--- src/rtl/exe_controller_if.sv ---
// exe_controller_if: bundles the execute-stage control bus between the pipeline
// and the execute controller.
//   master - pipeline side: drives ID/EX/MEM/WB control fields, ALU flags and
//            SRAM status; observes stalls, selects, status and error.
//   slave  - controller side (exe_controller).
// Outputs suffixed _c are combinational; status_nzcv and mem_error are registered.
interface exe_controller_if;
  localparam int unsigned REG_W = 4;
  localparam int unsigned SEL_W = 2;
  localparam int unsigned NZCV_W = 4;

  // ID stage
  logic             id_valid;
  logic [REG_W-1:0] id_src1;
  logic [REG_W-1:0] id_src2;
  logic             id_two_src;
  // EX stage
  logic             ex_valid;
  logic [REG_W-1:0] ex_src1;
  logic [REG_W-1:0] ex_src2;
  logic             ex_wb_en;
  logic             ex_mem_read;
  logic             ex_s_bit;
  logic             ex_branch;
  logic [REG_W-1:0] ex_dest;
  logic             alu_n;
  logic             alu_z;
  logic             alu_c;
  logic             alu_v;
  // MEM / WB stages
  logic             mem_wb_en;
  logic [REG_W-1:0] mem_dest;
  logic             wb_wb_en;
  logic [REG_W-1:0] wb_dest;
  logic             mem_access;
  logic             sram_ready;
  // controller outputs
  logic              sram_req_c;
  logic              freeze_c;
  logic              hazard_stall_c;
  logic              flush_c;
  logic [NZCV_W-1:0] status_nzcv;
  logic [SEL_W-1:0]  fwd_sel1_c;
  logic [SEL_W-1:0]  fwd_sel2_c;
  logic              mem_error;

  modport master (
    output id_valid, id_src1, id_src2, id_two_src,
    output ex_valid, ex_src1, ex_src2, ex_wb_en, ex_mem_read, ex_s_bit, ex_branch, ex_dest,
    output alu_n, alu_z, alu_c, alu_v,
    output mem_wb_en, mem_dest, wb_wb_en, wb_dest, mem_access, sram_ready,
    input  sram_req_c, freeze_c, hazard_stall_c, flush_c, status_nzcv,
    input  fwd_sel1_c, fwd_sel2_c, mem_error
  );

  modport slave (
    input  id_valid, id_src1, id_src2, id_two_src,
    input  ex_valid, ex_src1, ex_src2, ex_wb_en, ex_mem_read, ex_s_bit, ex_branch, ex_dest,
    input  alu_n, alu_z, alu_c, alu_v,
    input  mem_wb_en, mem_dest, wb_wb_en, wb_dest, mem_access, sram_ready,
    output sram_req_c, freeze_c, hazard_stall_c, flush_c, status_nzcv,
    output fwd_sel1_c, fwd_sel2_c, mem_error
  );
endinterface

--- src/rtl/exe_controller.sv ---
// exe_controller: execute-stage sequencing for the 5-stage ARM pipeline.
// Owns the NZCV status register, detects RAW hazards, generates operand
// forwarding selects, issues branch flushes and freezes the pipeline while the
// shared SRAM completes a MEM-stage access.
// Ports:
//   i_clk    - pipeline clock, rising edge
//   i_rst    - asynchronous active-low reset
//   io_ctrl  - exe_controller_if.slave control bus
// Parameter TIMEOUT (1..255): REQ cycles waited for sram_ready before aborting.
// Macro FORWARDING_EN: when defined, EX operands are forwarded from MEM/WB and
// only load-use stalls; otherwise selects are tied to the register file and any
// pending EX/MEM write to an ID source stalls.
module exe_controller #(
  parameter int unsigned TIMEOUT = 255
) (
  input  logic            i_clk,
  input  logic            i_rst,
  exe_controller_if.slave io_ctrl
);
  localparam int unsigned CNT_W = 8;
  localparam int unsigned SEL_W = 2;
  localparam int unsigned NZCV_W = 4;
  // Last REQ cycle index before the access is abandoned.
  localparam logic [CNT_W-1:0] CNT_LAST = CNT_W'(TIMEOUT - 1);
  localparam logic [SEL_W-1:0] SEL_RF  = SEL_W'(0);
  localparam logic [SEL_W-1:0] SEL_MEM = SEL_W'(1);
  localparam logic [SEL_W-1:0] SEL_WB  = SEL_W'(2);

  typedef enum logic [1:0] {
    S_IDLE = 2'd0,
    S_REQ  = 2'd1,
    S_DONE = 2'd2
  } state_t;

  state_t             r_state;
  state_t             w_state_nxt;
  logic [CNT_W-1:0]   r_cnt;
  logic [CNT_W-1:0]   w_cnt_nxt;
  logic               r_mem_error;
  logic               w_mem_error_nxt;
  logic [NZCV_W-1:0]  r_nzcv;
  logic               w_sram_req;
  logic               w_freeze;
  logic               w_flush;
  logic               w_hazard_raw;
  logic               w_id_hit_ex;
  logic               w_id_hit_mem;
  logic [SEL_W-1:0]   w_fwd_sel1;
  logic [SEL_W-1:0]   w_fwd_sel2;

  // SRAM access FSM state register
  always_ff @(posedge i_clk or negedge i_rst) begin
    if (!i_rst) begin
      r_state     <= S_IDLE;
      r_cnt       <= '0;
      r_mem_error <= 1'b0;
    end else begin
      r_state     <= w_state_nxt;
      r_cnt       <= w_cnt_nxt;
      r_mem_error <= w_mem_error_nxt;
    end
  end

  // SRAM access FSM next state; DONE leaves freeze low for one advance cycle
  always_comb begin
    w_state_nxt     = r_state;
    w_cnt_nxt       = r_cnt;
    w_mem_error_nxt = r_mem_error;
    w_sram_req      = 1'b0;
    w_freeze        = 1'b0;
    unique case (r_state)
      S_IDLE: begin
        if (io_ctrl.mem_access) begin
          w_sram_req  = 1'b1;
          w_freeze    = 1'b1;
          w_cnt_nxt   = '0;
          w_state_nxt = S_REQ;
        end
      end
      S_REQ: begin
        w_sram_req = 1'b1;
        w_freeze   = 1'b1;
        w_cnt_nxt  = r_cnt + CNT_W'(1);
        if (io_ctrl.sram_ready) begin
          w_state_nxt = S_DONE;
        end else if (r_cnt == CNT_LAST) begin
          w_state_nxt     = S_DONE;
          w_mem_error_nxt = 1'b1;
        end
      end
      S_DONE: w_state_nxt = S_IDLE;
      default: w_state_nxt = S_IDLE;
    endcase
  end

  // Status register: S-instructions update flags only when the pipe advances
  always_ff @(posedge i_clk or negedge i_rst) begin
    if (!i_rst) begin
      r_nzcv <= '0;
    end else if (io_ctrl.ex_valid && io_ctrl.ex_s_bit && !w_freeze) begin
      r_nzcv <= {io_ctrl.alu_n, io_ctrl.alu_z, io_ctrl.alu_c, io_ctrl.alu_v};
    end
  end

  // ID instruction reads a given register (src2 only when it is used)
  assign w_id_hit_ex  = io_ctrl.id_valid &&
                        ((io_ctrl.id_src1 == io_ctrl.ex_dest) ||
                         (io_ctrl.id_two_src && (io_ctrl.id_src2 == io_ctrl.ex_dest)));
  assign w_id_hit_mem = io_ctrl.id_valid &&
                        ((io_ctrl.id_src1 == io_ctrl.mem_dest) ||
                         (io_ctrl.id_two_src && (io_ctrl.id_src2 == io_ctrl.mem_dest)));

`ifdef FORWARDING_EN
  // Forwarding selects: the younger MEM result wins over WB
  always_comb begin
    w_fwd_sel1 = SEL_RF;
    w_fwd_sel2 = SEL_RF;
    if (io_ctrl.mem_wb_en && (io_ctrl.mem_dest == io_ctrl.ex_src1)) w_fwd_sel1 = SEL_MEM;
    else if (io_ctrl.wb_wb_en && (io_ctrl.wb_dest == io_ctrl.ex_src1)) w_fwd_sel1 = SEL_WB;
    if (io_ctrl.mem_wb_en && (io_ctrl.mem_dest == io_ctrl.ex_src2)) w_fwd_sel2 = SEL_MEM;
    else if (io_ctrl.wb_wb_en && (io_ctrl.wb_dest == io_ctrl.ex_src2)) w_fwd_sel2 = SEL_WB;
  end

  // Only a load result cannot be forwarded in time
  assign w_hazard_raw = io_ctrl.ex_valid && io_ctrl.ex_mem_read && io_ctrl.ex_wb_en && w_id_hit_ex;
`else
  logic w_unused;

  assign w_fwd_sel1   = SEL_RF;
  assign w_fwd_sel2   = SEL_RF;
  // Without forwarding, any pending write to an ID source must drain first
  assign w_hazard_raw = (io_ctrl.ex_valid && io_ctrl.ex_wb_en && w_id_hit_ex) ||
                        (io_ctrl.mem_wb_en && w_id_hit_mem);
  assign w_unused     = ^{io_ctrl.ex_src1, io_ctrl.ex_src2, io_ctrl.ex_mem_read,
                          io_ctrl.wb_wb_en, io_ctrl.wb_dest};
`endif

  // A taken branch squashes the ID instruction, so its stall is moot
  assign w_flush = io_ctrl.ex_valid && io_ctrl.ex_branch && !w_freeze;

  assign io_ctrl.sram_req_c     = w_sram_req;
  assign io_ctrl.freeze_c       = w_freeze;
  assign io_ctrl.flush_c        = w_flush;
  assign io_ctrl.hazard_stall_c = w_hazard_raw && !w_flush;
  assign io_ctrl.fwd_sel1_c     = w_fwd_sel1;
  assign io_ctrl.fwd_sel2_c     = w_fwd_sel2;
  assign io_ctrl.status_nzcv    = r_nzcv;
  assign io_ctrl.mem_error      = r_mem_error;
endmodule
--- src/flat_wrapper.sv ---
// flat-port wrapper written by rule: the top's interface ports become plain ports
module exe_controller_flat 
#(
  parameter int unsigned TIMEOUT = 255
)
  (i_clk, i_rst, io_ctrl_id_valid, io_ctrl_id_src1, io_ctrl_id_src2, io_ctrl_id_two_src, io_ctrl_ex_valid, io_ctrl_ex_src1, io_ctrl_ex_src2, io_ctrl_ex_wb_en, io_ctrl_ex_mem_read, io_ctrl_ex_s_bit, io_ctrl_ex_branch, io_ctrl_ex_dest, io_ctrl_alu_n, io_ctrl_alu_z, io_ctrl_alu_c, io_ctrl_alu_v, io_ctrl_mem_wb_en, io_ctrl_mem_dest, io_ctrl_wb_wb_en, io_ctrl_wb_dest, io_ctrl_mem_access, io_ctrl_sram_ready, io_ctrl_sram_req_c, io_ctrl_freeze_c, io_ctrl_hazard_stall_c, io_ctrl_flush_c, io_ctrl_status_nzcv, io_ctrl_fwd_sel1_c, io_ctrl_fwd_sel2_c, io_ctrl_mem_error);
  exe_controller_if io_ctrl_i ();
  input  logic i_clk;
  input  logic i_rst;
  input wire logic [$bits(io_ctrl_i.id_valid)-1:0] io_ctrl_id_valid;
  input wire logic [$bits(io_ctrl_i.id_src1)-1:0] io_ctrl_id_src1;
  input wire logic [$bits(io_ctrl_i.id_src2)-1:0] io_ctrl_id_src2;
  input wire logic [$bits(io_ctrl_i.id_two_src)-1:0] io_ctrl_id_two_src;
  input wire logic [$bits(io_ctrl_i.ex_valid)-1:0] io_ctrl_ex_valid;
  input wire logic [$bits(io_ctrl_i.ex_src1)-1:0] io_ctrl_ex_src1;
  input wire logic [$bits(io_ctrl_i.ex_src2)-1:0] io_ctrl_ex_src2;
  input wire logic [$bits(io_ctrl_i.ex_wb_en)-1:0] io_ctrl_ex_wb_en;
  input wire logic [$bits(io_ctrl_i.ex_mem_read)-1:0] io_ctrl_ex_mem_read;
  input wire logic [$bits(io_ctrl_i.ex_s_bit)-1:0] io_ctrl_ex_s_bit;
  input wire logic [$bits(io_ctrl_i.ex_branch)-1:0] io_ctrl_ex_branch;
  input wire logic [$bits(io_ctrl_i.ex_dest)-1:0] io_ctrl_ex_dest;
  input wire logic [$bits(io_ctrl_i.alu_n)-1:0] io_ctrl_alu_n;
  input wire logic [$bits(io_ctrl_i.alu_z)-1:0] io_ctrl_alu_z;
  input wire logic [$bits(io_ctrl_i.alu_c)-1:0] io_ctrl_alu_c;
  input wire logic [$bits(io_ctrl_i.alu_v)-1:0] io_ctrl_alu_v;
  input wire logic [$bits(io_ctrl_i.mem_wb_en)-1:0] io_ctrl_mem_wb_en;
  input wire logic [$bits(io_ctrl_i.mem_dest)-1:0] io_ctrl_mem_dest;
  input wire logic [$bits(io_ctrl_i.wb_wb_en)-1:0] io_ctrl_wb_wb_en;
  input wire logic [$bits(io_ctrl_i.wb_dest)-1:0] io_ctrl_wb_dest;
  input wire logic [$bits(io_ctrl_i.mem_access)-1:0] io_ctrl_mem_access;
  input wire logic [$bits(io_ctrl_i.sram_ready)-1:0] io_ctrl_sram_ready;
  output wire logic [$bits(io_ctrl_i.sram_req_c)-1:0] io_ctrl_sram_req_c;
  output wire logic [$bits(io_ctrl_i.freeze_c)-1:0] io_ctrl_freeze_c;
  output wire logic [$bits(io_ctrl_i.hazard_stall_c)-1:0] io_ctrl_hazard_stall_c;
  output wire logic [$bits(io_ctrl_i.flush_c)-1:0] io_ctrl_flush_c;
  output wire logic [$bits(io_ctrl_i.status_nzcv)-1:0] io_ctrl_status_nzcv;
  output wire logic [$bits(io_ctrl_i.fwd_sel1_c)-1:0] io_ctrl_fwd_sel1_c;
  output wire logic [$bits(io_ctrl_i.fwd_sel2_c)-1:0] io_ctrl_fwd_sel2_c;
  output wire logic [$bits(io_ctrl_i.mem_error)-1:0] io_ctrl_mem_error;
  assign io_ctrl_i.id_valid = io_ctrl_id_valid;
  assign io_ctrl_i.id_src1 = io_ctrl_id_src1;
  assign io_ctrl_i.id_src2 = io_ctrl_id_src2;
  assign io_ctrl_i.id_two_src = io_ctrl_id_two_src;
  assign io_ctrl_i.ex_valid = io_ctrl_ex_valid;
  assign io_ctrl_i.ex_src1 = io_ctrl_ex_src1;
  assign io_ctrl_i.ex_src2 = io_ctrl_ex_src2;
  assign io_ctrl_i.ex_wb_en = io_ctrl_ex_wb_en;
  assign io_ctrl_i.ex_mem_read = io_ctrl_ex_mem_read;
  assign io_ctrl_i.ex_s_bit = io_ctrl_ex_s_bit;
  assign io_ctrl_i.ex_branch = io_ctrl_ex_branch;
  assign io_ctrl_i.ex_dest = io_ctrl_ex_dest;
  assign io_ctrl_i.alu_n = io_ctrl_alu_n;
  assign io_ctrl_i.alu_z = io_ctrl_alu_z;
  assign io_ctrl_i.alu_c = io_ctrl_alu_c;
  assign io_ctrl_i.alu_v = io_ctrl_alu_v;
  assign io_ctrl_i.mem_wb_en = io_ctrl_mem_wb_en;
  assign io_ctrl_i.mem_dest = io_ctrl_mem_dest;
  assign io_ctrl_i.wb_wb_en = io_ctrl_wb_wb_en;
  assign io_ctrl_i.wb_dest = io_ctrl_wb_dest;
  assign io_ctrl_i.mem_access = io_ctrl_mem_access;
  assign io_ctrl_i.sram_ready = io_ctrl_sram_ready;
  assign io_ctrl_sram_req_c = io_ctrl_i.sram_req_c;
  assign io_ctrl_freeze_c = io_ctrl_i.freeze_c;
  assign io_ctrl_hazard_stall_c = io_ctrl_i.hazard_stall_c;
  assign io_ctrl_flush_c = io_ctrl_i.flush_c;
  assign io_ctrl_status_nzcv = io_ctrl_i.status_nzcv;
  assign io_ctrl_fwd_sel1_c = io_ctrl_i.fwd_sel1_c;
  assign io_ctrl_fwd_sel2_c = io_ctrl_i.fwd_sel2_c;
  assign io_ctrl_mem_error = io_ctrl_i.mem_error;
  exe_controller #(.TIMEOUT(TIMEOUT)) u_core (.i_clk(i_clk), .i_rst(i_rst), .io_ctrl(io_ctrl_i));
endmodule
--- config.mk ---
export PLATFORM = sky130hd
export DESIGN_NAME = exe_controller_flat
export DESIGN_NICKNAME = d
export VERILOG_FILES = /design/src/rtl/exe_controller_if.sv /design/src/rtl/exe_controller.sv /design/src/flat_wrapper.sv
export SDC_FILE = /design/constraint.sdc
export NUM_CORES = 1
export LEC_CHECK = 0
export CAP_MARGIN = 20
export CELL_PAD_IN_SITES_DETAIL_PLACEMENT = 0
export CELL_PAD_IN_SITES_GLOBAL_PLACEMENT = 2
export CORE_MARGIN = 5
export CORE_UTILIZATION = 20
export DETAILED_ROUTE_END_ITERATION = 6
export PLACE_DENSITY = 0.89
export SLEW_MARGIN = 15
export SYNTH_ARGS = -nofsm -noshare
export SYNTH_HDL_FRONTEND = slang
export SYNTH_SLANG_ARGS = --single-unit
export TNS_END_PERCENT = 100
--- constraint.sdc ---
create_clock -name i_clk -period 1.3 [get_ports i_clk]
set_input_delay 0.26 -clock i_clk [delete_from_list [all_inputs] [get_ports i_clk]]
set_output_delay 0.26 -clock i_clk [all_outputs]
set_load 0.005 [all_outputs]
==> impl_results.rst <==
.. list-table::
   :header-rows: 1

   * - Metric
     - Value
   * - Setup repair after global routing missed its margin
     - yes
   * - Highest ir drop seen on vdd
     - 0.0003408 V
   * - Post-Synthesis Cells
     - 96
   * - First-pass iteration count of the detailed router
     - 2
   * - Worst clock skew
     - 0.005831 ns
   * - Most frequent cells in the layout
     - 21 x sky130_fd_sc_hd__dlygate4sd2_1, 15 x sky130_fd_sc_hd__dfrtp_1, 14 x sky130_fd_sc_hd__xor2_1
   * - Maxcap violations
     - 0
   * - RR Endpoint
     - u_core.io_ctrl.status_nzcv[3]$_DFFE_PN0P_
   * - Die Span X
     - 78.77 µm
   * - Final hold violation count
     - 0
   * - Core outline area
     - 0.004661 mm²
   * - Number of primary I/O pins
     - 58
   * - Hold WC Path Type
     - input pin to async pin
   * - Ys Warns
     - 0
   * - Depth of the worst register-to-register path
     - 5
   * - Termination of the worst setup path
     - io_ctrl_hazard_stall_c
   * - Layout filler cell count
     - 485
   * - Final worst-path setup slack
     - -0.3659 ns
   * - Data arrival time of the critical path
     - 1.41 ns
   * - Overall Global Routing Usage
     - 0.09180
   * - Buffers added on ports
     - 39
   * - Mux cell area share after synthesis
     - 0.04762
   * - Number of antenna violations at the first check in global routing
     - 0
   * - Main combinational cell family by area after synthesis
     - simple AND/OR/NAND/NOR gates
   * - Worst setup path startpoint
     - io_ctrl_id_src2[1]
   * - Post-layout min period
     - 1.666 ns
   * - Number of core rows
     - 25
   * - Result of the run
     - finished with violations
   * - Simple-gate share of the synthesized area
     - 0.1640
   * - Fraction of layout instances using a drive strength above 1
     - 0.2933
   * - Xor and xnor area share after synthesis
     - 0.1481
   * - Endpoint type of the worst setup path
     - output pin
   * - Remaining global-route overflow
     - 0
   * - Crit start category
     - input pin
   * - Source-to-sink clock delay at the later pin of the worst-skew pair
     - 0.25 ns
   * - Maximum number of pins on one net before global-route repair
     - 16
   * - Layout area overhead
     - 70.37%
   * - Leakage power of the design
     - 0.0007501 µW
   * - Crit Reg-Reg Startpoint
     - u_core.r_state[1]$_DFFE_PN0P_
   * - Compound-cell area share of the yosys netlist
     - 0.1574
   * - Violated checks
     - setup timing
   * - Routed wire length
     - 2776 µm
   * - Final GP Congestion
     - 0.7986
   * - CP Data Required Time
     - 1.04 ns
   * - Mapped Area
     - 945.9 µm²
   * - Final instance area
     - 0.001612 mm²
   * - Vias after detailed routing
     - 901
   * - Kind of critical path
     - input pin to output pin
   * - Final worst path period share
     - 1.281
   * - DR WL/cell
     - 13.61 µm
   * - Count of clock tree sinks
     - 15
   * - Post-synthesis register bit count
     - 15
   * - # DRC
     - 0
   * - Number of global-route vias before repair
     - 922
   * - R2r setup slk
     - -0.04 ns
   * - N_diodes
     - 0
   * - Most frequent standard cell in the layout excluding fill and tap cells
     - sky130_fd_sc_hd__dlygate4sd2_1
   * - Hold-fix buffer count after cts
     - 0
   * - Number of distinct library cells after synthesis
     - 28
   * - Number of buffers between clock root and the deepest sink
     - 2
   * - Area of the die
     - 0.006205 mm²
   * - Clock buffer count from CTS
     - 3
   * - Clock root buffer master
     - sky130_fd_sc_hd__clkbuf_8
   * - CTS tree
     - yes
   * - Count of H-tree levels built during CTS
     - 1
   * - Wire length of the first global-routing pass
     - 4491 µm
   * - Post-Synth Adder-Cell Area
     - 0.02646
   * - Tot Pwr
     - 1946 µW
   * - Die Y-Extent
     - 78.77 µm
   * - Slew Viols, Final
     - 0
   * - Net total in the final layout
     - 198
   * - Placed wire-length estimate after detailed placement
     - 2139 µm
   * - Peak fanout along the critical path
     - 2
   * - Vias per Instance
     - 4.417
   * - Synthesized area per cell
     - 9.853 µm²
   * - Placed Area
     - 0.001449 mm²
   * - PD cells
     - 1208 mW/mm²
   * - Clock-pin transition on the worst setup and hold timing paths
     - 0.06 ns
   * - Number of DRC markers in iteration 0
     - 22
   * - Max Fclk
     - 0.6003 GHz
   * - Final setup fails
     - 10
   * - Effective utilization at floorplan
     - 0.2030
   * - Sequential cell area fraction in the yosys report
     - 0.3968
   * - Antenna viol nets, final
     - 0
[cell families (layout without fill, tap and decap cells)]
family / after synthesis / in the layout
other cells: 1 / 4
fa+ha+maj: 2 / 2
flops: 15 / 15
compound gates: 22 / 22
buf+inv: 9 / 60
mux: 4 / 4
simple gates: 27 / 27
xor+xnor: 16 / 16
[synthesized netlist by cell type]
cell,count,area [µm²]
sky130_fd_sc_hd__nor4_1,2,12.51
sky130_fd_sc_hd__a31oi_1,6,37.54
sky130_fd_sc_hd__o31ai_2,1,12.51
sky130_fd_sc_hd__o22ai_1,1,6.260
sky130_fd_sc_hd__xnor2_1,2,17.52
sky130_fd_sc_hd__nor3_1,2,10.01
sky130_fd_sc_hd__mux2_2,4,45.04
sky130_fd_sc_hd__inv_1,3,11.26
sky130_fd_sc_hd__a31o_1,1,8.760
sky130_fd_sc_hd__and3_4,3,33.78
sky130_fd_sc_hd__a21oi_1,1,5.000
sky130_fd_sc_hd__o21bai_4,1,18.77
sky130_fd_sc_hd__nor2_1,2,7.510
sky130_fd_sc_hd__xor2_1,14,122.6
sky130_fd_sc_hd__and3_1,2,12.51
sky130_fd_sc_hd__clkbuf_1,1,3.750
sky130_fd_sc_hd__nand2b_1,1,6.260
sky130_fd_sc_hd__a21o_1,1,7.510
sky130_fd_sc_hd__nand3_1,6,30.03
sky130_fd_sc_hd__o21a_1,1,7.510
sky130_fd_sc_hd__buf_4,5,37.54
sky130_fd_sc_hd__conb_1,1,3.750
sky130_fd_sc_hd__dfrtp_1,15,375.4
sky130_fd_sc_hd__o21ai_0,9,45.04
sky130_fd_sc_hd__and2b_1,1,7.510
sky130_fd_sc_hd__nand2_1,6,22.52
sky130_fd_sc_hd__ha_1,2,25.02
sky130_fd_sc_hd__nand4_1,2,12.51
[state kept, by name, summed over array words and instances (netlist names)]
signal                      count
u_core.r_cnt                    8
u_core.io_ctrl.status_nzcv      4
u_core.io_ctrl.mem_error        1
u_core.r_state                  2
[how the worst min path moves through the flow]
stage | to | slack, ns | cells after the start
6_report | u_core.io_ctrl.status_nzcv[2]$_DFFE_PN0P_ | 0.32 | 2
5_1_grt | u_core.io_ctrl.status_nzcv[2]$_DFFE_PN0P_ | 0.36 | 2
3_5_place_dp | u_core.io_ctrl.mem_error$_DFFE_PN0P_ | 0.45 | 1
4_1_cts | u_core.io_ctrl.status_nzcv[2]$_DFFE_PN0P_ | 0.33 | 2
3_3_place_gp | u_core.io_ctrl.mem_error$_DFFE_PN0P_ | 0.46 | 1
2_1_floorplan | u_core.io_ctrl.mem_error$_DFFE_PN0P_ | -0.04 | 0
[final cells by class]
cell class                      instances  area (µm²)  area share
Tap cell                               54       67.56     0.04193
Inverter                                3       18.77     0.01165
Multi-Input combinational cell         75       605.6      0.3758
Timing Repair Buffer                   53       498.0      0.3090
Clock buffer                            3       41.29     0.02562
Clock inverter                          1       5.005    0.003106
Sequential cell                        15       375.4      0.2329
[metal layers]
layer,global-route usage,vias up,share of wire
met5,0,-,0
met4,0.03147,0,0.0094
met3,0.03401,4,0.10
met2,0.1418,38,0.44
met1,0.1175,413,0.45
li1,-,446,-
[metrics by stage]
step	TNS [ns]	hold slack (ns)	setup WS (ns)	utilization	std cells
after floorplan	0	-0.03559	0.04548	-	99
after global placement	-4.498	0.4559	-0.8754	0.3109	196
after detailed placement	-4.685	0.4537	-0.8955	0.3109	196
after CTS	-1.001	0.3263	-0.3808	0.3334	203
after global routing	-1.528	0.3587	-0.4491	0.3458	204
final	-0.9539	0.3207	-0.3659	0.3458	204
[report_power, final]
part	internal (µW)	switching (µW)	total, µW
Sequential	579	107	687
Clock	212	163	375
Combinational	514	370	885
[critical path, cell delays in order]
cell	delay [ns]
sky130_fd_sc_hd__clkdlybuf4s50_1	0.44
sky130_fd_sc_hd__xor2_1	0.16
sky130_fd_sc_hd__nor3_1	0.18
sky130_fd_sc_hd__a31oi_1	0.11
sky130_fd_sc_hd__o22ai_1	0.12
sky130_fd_sc_hd__buf_2	0.13
[repair_timing]
item / in CTS / in global routing
pin swaps: 10 / 4
resized for setup: 55 / 19
setup endpoints to repair: 14 / 13
buffers inserted: 3 / 1
Power figures use the tool's default switching activity.
